--- config.mk ---
export PLATFORM = sky130hd
export DESIGN_NAME = pipe_hazard_ctrl
export DESIGN_NICKNAME = d
export VERILOG_FILES = /design/src/rtl/pipe_ctrl_pkg.sv /design/src/rtl/mdu_occ_timer.sv /design/src/rtl/pipe_hazard_ctrl.sv
export SDC_FILE = /design/constraint.sdc
export NUM_CORES = 1
export LEC_CHECK = 0
export BUFFER_PORTS_ARGS = -buffer_cell sky130_fd_sc_hd__buf_4
export CAP_MARGIN = 0
export CORE_MARGIN = 4
export CORE_UTILIZATION = 34
export CTS_BUF_LIST = sky130_fd_sc_hd__clkbuf_16
export CTS_CLUSTER_DIAMETER = 80
export DETAILED_ROUTE_END_ITERATION = 8
export PLACE_DENSITY = 0.68
export SYNTH_ARGS = -nofsm -noshare
export SYNTH_HDL_FRONTEND = slang
export SYNTH_SLANG_ARGS = --single-unit
export TNS_END_PERCENT = 1
--- constraint.sdc ---
create_clock -name clk -period 2.8 [get_ports clk]
set_input_delay 0.28 -clock clk [delete_from_list [all_inputs] [get_ports clk]]
set_output_delay 0.28 -clock clk [all_outputs]
set_load 0.05 [all_outputs]
--- src/rtl/pipe_ctrl_pkg.sv ---
// Shared types and constants for the pipeline hazard controller.
package pipe_ctrl_pkg;

    typedef enum logic [1:0] {
        RUN       = 2'd0,
        MDU       = 2'd1,
        EXC_FLUSH = 2'd2
    } state_t;

    localparam int REG_W = 5;
    localparam logic [REG_W-1:0] ZERO_REG = 5'd0;

endpackage

--- src/rtl/mdu_occ_timer.sv ---
// Down-counter tracking remaining mult/div occupancy cycles in EX.
// Priority: clear, load, decrement; otherwise the count is frozen.
module mdu_occ_timer #(
    parameter int CNT_W = 6
) (
    input  logic             clk,
    input  logic             rst,
    input  logic             clr,
    input  logic             load,
    input  logic [CNT_W-1:0] load_val,
    input  logic             dec,
    output logic [CNT_W-1:0] cnt,
    output logic             zero
);

    always_ff @(posedge clk or posedge rst) begin
        if (rst) begin
            cnt <= '0;
        end else if (clr) begin
            cnt <= '0;
        end else if (load) begin
            cnt <= load_val;
        end else if (dec && cnt != '0) begin
            cnt <= cnt - 1'b1;
        end
    end

    assign zero = (cnt == '0);

endmodule

--- src/rtl/pipe_hazard_ctrl.sv ---
// Stall/flush controller for the 5-stage pipeline registers.
// Optional stall-cycle performance counter enabled by defining HAZARD_PERF_EN.
module pipe_hazard_ctrl
    import pipe_ctrl_pkg::*;
#(
    parameter int MDU_CYCLES = 32,
    parameter int CNT_W      = 6
) (
    input  logic             clk,
    input  logic             rst,
    input  logic [REG_W-1:0] d_rs,
    input  logic [REG_W-1:0] d_rt,
    input  logic             d_uses_rs,
    input  logic             d_uses_rt,
    input  logic             e_mem_read,
    input  logic [REG_W-1:0] e_wreg,
    input  logic             e_mdu_start,
    input  logic             mem_stall,
    input  logic             m_exception,
    output logic             stall_f,
    output logic             stall_d,
    output logic             stall_e,
    output logic             stall_m,
    output logic             clear_d,
    output logic             clear_e,
    output logic             clear_m,
    output logic             clear_w,
    output logic             mdu_busy,
    output logic             mdu_done,
    output logic [31:0]      perf_stall_cnt
);

    localparam logic [CNT_W-1:0] MDU_LOAD = CNT_W'(MDU_CYCLES - 2);

    state_t           state, state_nxt;
    logic             t_clr, t_load, t_dec, t_zero;
    logic [CNT_W-1:0] t_cnt;
    logic             load_use;

    mdu_occ_timer #(.CNT_W(CNT_W)) u_timer (
        .clk      (clk),
        .rst      (rst),
        .clr      (t_clr),
        .load     (t_load),
        .load_val (MDU_LOAD),
        .dec      (t_dec),
        .cnt      (t_cnt),
        .zero     (t_zero)
    );

    assign load_use = e_mem_read && (e_wreg != ZERO_REG) &&
                      ((d_uses_rs && d_rs == e_wreg) || (d_uses_rt && d_rt == e_wreg));

    always_ff @(posedge clk or posedge rst) begin
        if (rst) state <= RUN;
        else     state <= state_nxt;
    end

    always_comb begin
        state_nxt = state;
        t_clr     = 1'b0;
        t_load    = 1'b0;
        t_dec     = 1'b0;
        stall_f   = 1'b0;
        stall_d   = 1'b0;
        stall_e   = 1'b0;
        stall_m   = 1'b0;
        clear_d   = 1'b0;
        clear_e   = 1'b0;
        clear_m   = 1'b0;
        clear_w   = 1'b0;
        mdu_busy  = 1'b0;
        mdu_done  = 1'b0;
        // Outputs are forced low for the whole time reset is held.
        if (!rst) begin
            if (state == EXC_FLUSH) begin
                clear_d   = 1'b1;
                state_nxt = RUN;
            end else if (m_exception) begin
                {clear_d, clear_e, clear_m, clear_w} = 4'b1111;
                mdu_busy  = (state == MDU);
                t_clr     = 1'b1;
                state_nxt = EXC_FLUSH;
            end else if (mem_stall) begin
                {stall_f, stall_d, stall_e, stall_m} = 4'b1111;
                clear_w  = 1'b1;
                mdu_busy = (state == MDU);
            end else if (state == MDU) begin
                mdu_busy = 1'b1;
                if (t_zero) begin
                    mdu_done  = 1'b1;
                    state_nxt = RUN;
                end else begin
                    {stall_f, stall_d, stall_e} = 3'b111;
                    clear_m = 1'b1;
                    t_dec   = 1'b1;
                end
            end else if (e_mdu_start) begin
                {stall_f, stall_d, stall_e} = 3'b111;
                clear_m   = 1'b1;
                mdu_busy  = 1'b1;
                t_load    = 1'b1;
                state_nxt = MDU;
            end else if (load_use) begin
                stall_f = 1'b1;
                stall_d = 1'b1;
                clear_e = 1'b1;
            end
        end
    end

`ifdef HAZARD_PERF_EN
    logic [31:0] perf_q;

    always_ff @(posedge clk or posedge rst) begin
        if (rst) begin
            perf_q <= '0;
        end else if (stall_f && perf_q != 32'hFFFF_FFFF) begin
            perf_q <= perf_q + 32'd1;
        end
    end

    assign perf_stall_cnt = perf_q;
`else
    assign perf_stall_cnt = 32'd0;
`endif

endmodule
---- After elaboration in Yosys (flattened, before gate mapping) ----
Cells that the tools add are included.
storage, ports and cells
  input bits .............................. 23
  flip-flop bits (word level) ............. 8
  word-level logic and storage cells ...... 88
operators by class
  bitwise gates (word level) .............. 1
  multiplexer cells ....................... 66
  add/subtract/negate cells ............... 1
  reductions and logical operators ........ 12
  equal/unequal tests ..................... 6
operators by type and width
  kind                                                 number
  two-way mux 1 bit                                    57
  two-way mux 6 bit                                    3
  two-way mux 2 bit                                    6
  equality test 5 bit                                  2
  logical NOT 6 bit                                    1
  nonzero test 6 bit                                   1
  subtractor 6 x 1 -> 6 bit, second input constant     1
  logical AND 1 bit                                    5
  nonzero test 5 bit                                   1
  != test 4 bit, second input constant                 1
  AND reduction 4 bit                                  1
  nonzero test 4 bit                                   1
  != test 3 x 1 -> 1 bit, second input constant        1
  nonzero test 3 bit                                   1
  equality test 2 x 1 -> 1 bit, second input constant  1
  equality test 2 bit, second input constant           1
  logical OR 1 bit                                     1
  NOT 1 bit                                            1

---- Logic depth before layout (Yosys ltp) ----
  word-level depth ........................ 11
  depth in mapped cells ................... 7

---- Hierarchy ----
From an unflattened synthesis, not the netlist that was laid out.
second synthesis, totals
  cell total of the unflattened synthesis .. 149
  area total of the unflattened synthesis .. 1,134.8 µm²
modules (own cells, without submodules)
  module            area each (µm²)  times used  sequential area each (µm²)  cells each
  pipe_hazard_ctrl  686.9            1           50.0                        96
  mdu_occ_timer     447.9            1           150.1                       53

---- Worst setup path after synthesis ----
Ideal clock, no wire load.
  kind .................................... register to output
  start point ............................. register state[0]
  end point ............................... output port stall_f
  data required time ...................... 2,520 ps
  data arrival time ....................... 3,391 ps
  slack ................................... -871 ps
  cell stages (with the launch flop) ...... 8
  buffers on the path ..................... 2
  path through ............................ dfrtp_1 inv_1 ha_1 buf_12 nor3_1 inv_1 o41ai_1 buf_4
between the ends
  word-level cells in the longest chain between the ends .. 6
  elaborated cells on any way between the ends .. 7
  classes of those cells .................. 2 x eq/ne; 5 x mux
RTL lines
  element                              RTL line                RTL
  start: declaration                   pipe_hazard_ctrl.sv:35  state_t state, state_nxt;
  start signal: assignment             pipe_hazard_ctrl.sv:56  else state <= state_nxt;
  equality test 2 x 1 -> 1 bit         pipe_hazard_ctrl.sv:88  end else if (state == MDU) begin
  two-way mux 1 bit (3 in series)      --
  two-way mux 1 bit (*) (2 in series)  --
  end: declaration                     pipe_hazard_ctrl.sv:20  output logic stall_f,
Mark *: on every way between the ends. The rest lies on a longest branch, timed or not.

---- Worst setup path after layout ----
  start point ............................. register state[0]
  end point ............................... output port stall_f
between the ends
  word-level cells in the longest chain between the ends .. 6
  elaborated cells on any way between the ends .. 7
  classes of those cells .................. 2 x eq/ne; 5 x mux
RTL lines
  element                       RTL line                RTL
  equality test 2 x 1 -> 1 bit  pipe_hazard_ctrl.sv:88
  two-way mux 1 bit             pipe_hazard_ctrl.sv:88
  two-way mux 1 bit             pipe_hazard_ctrl.sv:84  end else if (mem_stall) begin
  two-way mux 1 bit             pipe_hazard_ctrl.sv:79  end else if (m_exception) begin
  two-way mux 1 bit (*)         pipe_hazard_ctrl.sv:76  if (state == EXC_FLUSH) begin
  two-way mux 1 bit (*)         pipe_hazard_ctrl.sv:75  if (!rst) begin
Marks and branches as above.

==> impl_results.md <==
- Layout area overhead: 21.1%
- Total Neg Setup Slack: 0 ps
- H-tree lvl count: 1
- Max-cap violations: 0
- Worst vdd ir: 323 uV
- FF/Latch Area: around 200 sq um
- Yosys cell types: 39
- ANT cells: 0
- M1 wire length: 969 microns
- Critical path type: reg2out
- Placed insts: 211
- Die Ht: 65.1 microns
- Die area: 4240 sq um
- Sw Ratio: 49.4%
- Wire length on met2: ~1100 microns
- Clock Skew: roughly 1.1 ps
- Drt via density: between 4 and 5
- Initial core utilization: 36.1%
- Largest net degree at the start of global routing: 12
- Reg power frac: 19.9%
- Routability Congestion: roughly 0.8
- DRC violations left: 0
- Root Buffer: clkbuf_16
- Cell Pwr Density: 894 nW/um^2
- Power consumption: 1.20 mW
- Clock transition at path regs: 40 ps
- First-pass GRT wire length: 3780 microns
- Core area: 3080 sq um
- Cell Rows: 20
- Final Hold Viols: 0
- Max-slew violations: 0
- Maximum net fanout on the critical path: 9
- Post-Syn Area: 1110 sq um
- Crit end category: primary output
- CTS tree: done
- Inserted Clock Buffers: 3
- Clk pwr share: around a fifth
- Slew @ Worst Pin: 573 ps
- Count of antenna-violating nets left after detailed routing: 0
- Share of the clock period used by the worst path: 92.4%
- Ys Warns: 0
- Comb pwr share: 59.4%
- Slowest stage cell, crit path: nor3_1
- Setup repair bufs after CTS: 0
- WL/cell: ~11 microns
- Final setup viols: 0
- Top Layer Used: met4
- CTS Buffer Depth: 2
- CP dominant cell by count: inv_1
- Crit start category: register
- # IOs: 65
- Post-synthesis register bit count: 8
- Number of global-route vias before repair: 872
- CP arrival: 2310 ps
- Layout filler cell count: 328
- Leading cell type in the layout, fill and taps excluded: buf_4
- TritonRoute pass-1 iters: 4
- Switching power of the nets: 0.594 mW
- Clock sink count: 8
- HPWL Detailed: a little under 2000 microns
- Post-Layout Cell Count: approximately 210
- Unrepaired setup endpoints after global routing: false
- Total grt overflow: 0
- P_leak: 0.682 nW
- CP Cell Sequence: inv_1 > ha_1 > nor3_1 > inv_1 > o41ai_4 > buf_4
- Hold Crit Class: in2async
- Layout cells sized above 1: 24.7%
- Worst-Skew Late Latency: 240 ps
- Slew headroom: 61.5%
- Average size of a mapped cell: 7.98 sq um
- Sequential share of the synthesized area: 18.0%
- CP peak stage delay: ~520 ps
- Most frequent cells in the layout: buf_4 (33), conb_1 (32), inv_1 (11)
- Input/output buffers: 32
- Syn Inst Count: about 140
- DR iter-0 viols: 14
- Fin crit period: around 2600 ps
- Final hold slack: approximately 80 ps
- Layout net count: 200
- Overall global routing resource usage: around 12%
- Worst Path Required: 2520 ps
- WL met3: approximately 190 microns
- Fmax achieved: roughly 390 MHz
- Internal power: roughly 0.6 mW
- Antenna violations before repair: 0
- Outcome: complete, no violations
- Routed vias: 941
- Area of the multi-input gates: 724 sq um
- Die W: 65.1 microns
- Routed WL: 2360 microns
[worst max-delay path, delay by kind of cell (launching register included)]
family / cells / cell delay, ps
simple gates: 1 / 520
buf+inv: 3 / 480
flops: 1 / 390
compound gates: 1 / 370
fa+ha+maj: 1 / 310
[sequential cells by signal (all words and copies together) (netlist names)]
register and cells:
state 2, u_timer.cnt 6
[stage by stage]
stage	worst slack (ps)	util (%)	instance area [sq um]
2_1_floorplan	133	-	1240
3_3_place_gp	412	41.1	1260
3_5_place_dp	358	41.1	1260
4_1_cts	86.3	43.5	1340
5_1_grt	32.2	43.7	1340
6_report	213	43.7	1340
[Yosys cell counts, drive strengths merged]
master / instances / area [sq um]
a221o: 1 / 11.3
o41ai: 1 / 8.76
conb: 1 / 3.75
dfrtp: 8 / 200
xor2: 9 / 78.8
o21a: 4 / 30.0
nor2b: 2 / 12.5
o221ai: 1 / 8.76
a21boi: 2 / 15.0
a31oi: 2 / 12.5
clkbuf: 1 / 5.00
ha: 5 / 62.6
nor3b: 2 / 20.0
nand3: 1 / 5.00
buf: 35 / 279
xnor2: 3 / 26.3
nand2: 7 / 26.3
and3: 3 / 18.8
inv: 11 / 41.3
or3: 2 / 12.5
and2: 2 / 12.5
a32oi: 1 / 8.76
a21oi: 3 / 15.0
o311ai: 1 / 8.76
o2bb2ai: 1 / 8.76
a22oi: 1 / 7.51
a211oi: 3 / 35.0
nor2: 9 / 33.8
or4: 2 / 18.8
nor4: 2 / 12.5
nor3: 6 / 30.0
o211ai: 2 / 15.0
o21ai: 5 / 25.0
[logic make-up (layout without fill, tap and decap cells)]
group / Yosys count / after routing / synth area share (%)
compound gates: 28 / 28 / 18.9
xor+xnor: 12 / 12 / 9.47
fa+ha+maj: 5 / 5 / 5.64
buf+inv: 47 / 47 / 29.3
flops: 8 / 8 / 18.0
other cells: 1 / 32 / 0.338
simple gates: 38 / 38 / 18.3
[final timing paths]
| kind | start | end | slack, ps | depth (start not counted) |
|---|---|---|---|---|
| max reg2reg | state[0] | u_timer.cnt[1] | 760 | 6 |
| min in group clk | e_mdu_start | u_timer.cnt[0] | 380 | 4 |
| max | state[0] | stall_f | 210 | 6 |
| max in group asynchronous | rst | u_timer.cnt[1] | 2430 | 2 |
| min reg2reg | u_timer.cnt[5] | u_timer.cnt[5] | 550 | 1 |
| min | rst | state[1] | 80 | 2 |
[cell type report]
cell class | count | area share (%)
well taps | 44 | 4.10
flip-flops and latches | 8 | 14.9
inverters | 11 | 3.07
repair buffers | 33 | 18.4
clock buffers | 3 | 5.59
multi-input cells | 115 | 53.9
[routing by layer]
layer	vias to the layer above	track usage (%)
met4	0	7.77
met3	4	2.56
met5	-	0
met1	426	14.3
li1	472	-
met2	39	17.9
[power by group through the flow]
stage,clock [mW],combinational [mW],sequential [mW]
final,0.249,0.714,0.239
after global placement,0,0.707,0.237
after floorplan,0,0.618,0.222
after global routing,0.258,0.787,0.251
after detailed placement,0,0.712,0.237
after CTS,0.257,0.717,0.235
[repair_timing]
action                                  4_1_cts  5_1_grt
endpoints found under the setup margin        0        4
resized for setup                             0        1
hold buffers                                  0        0
Note: power is estimated with default switching activity, not from simulation.
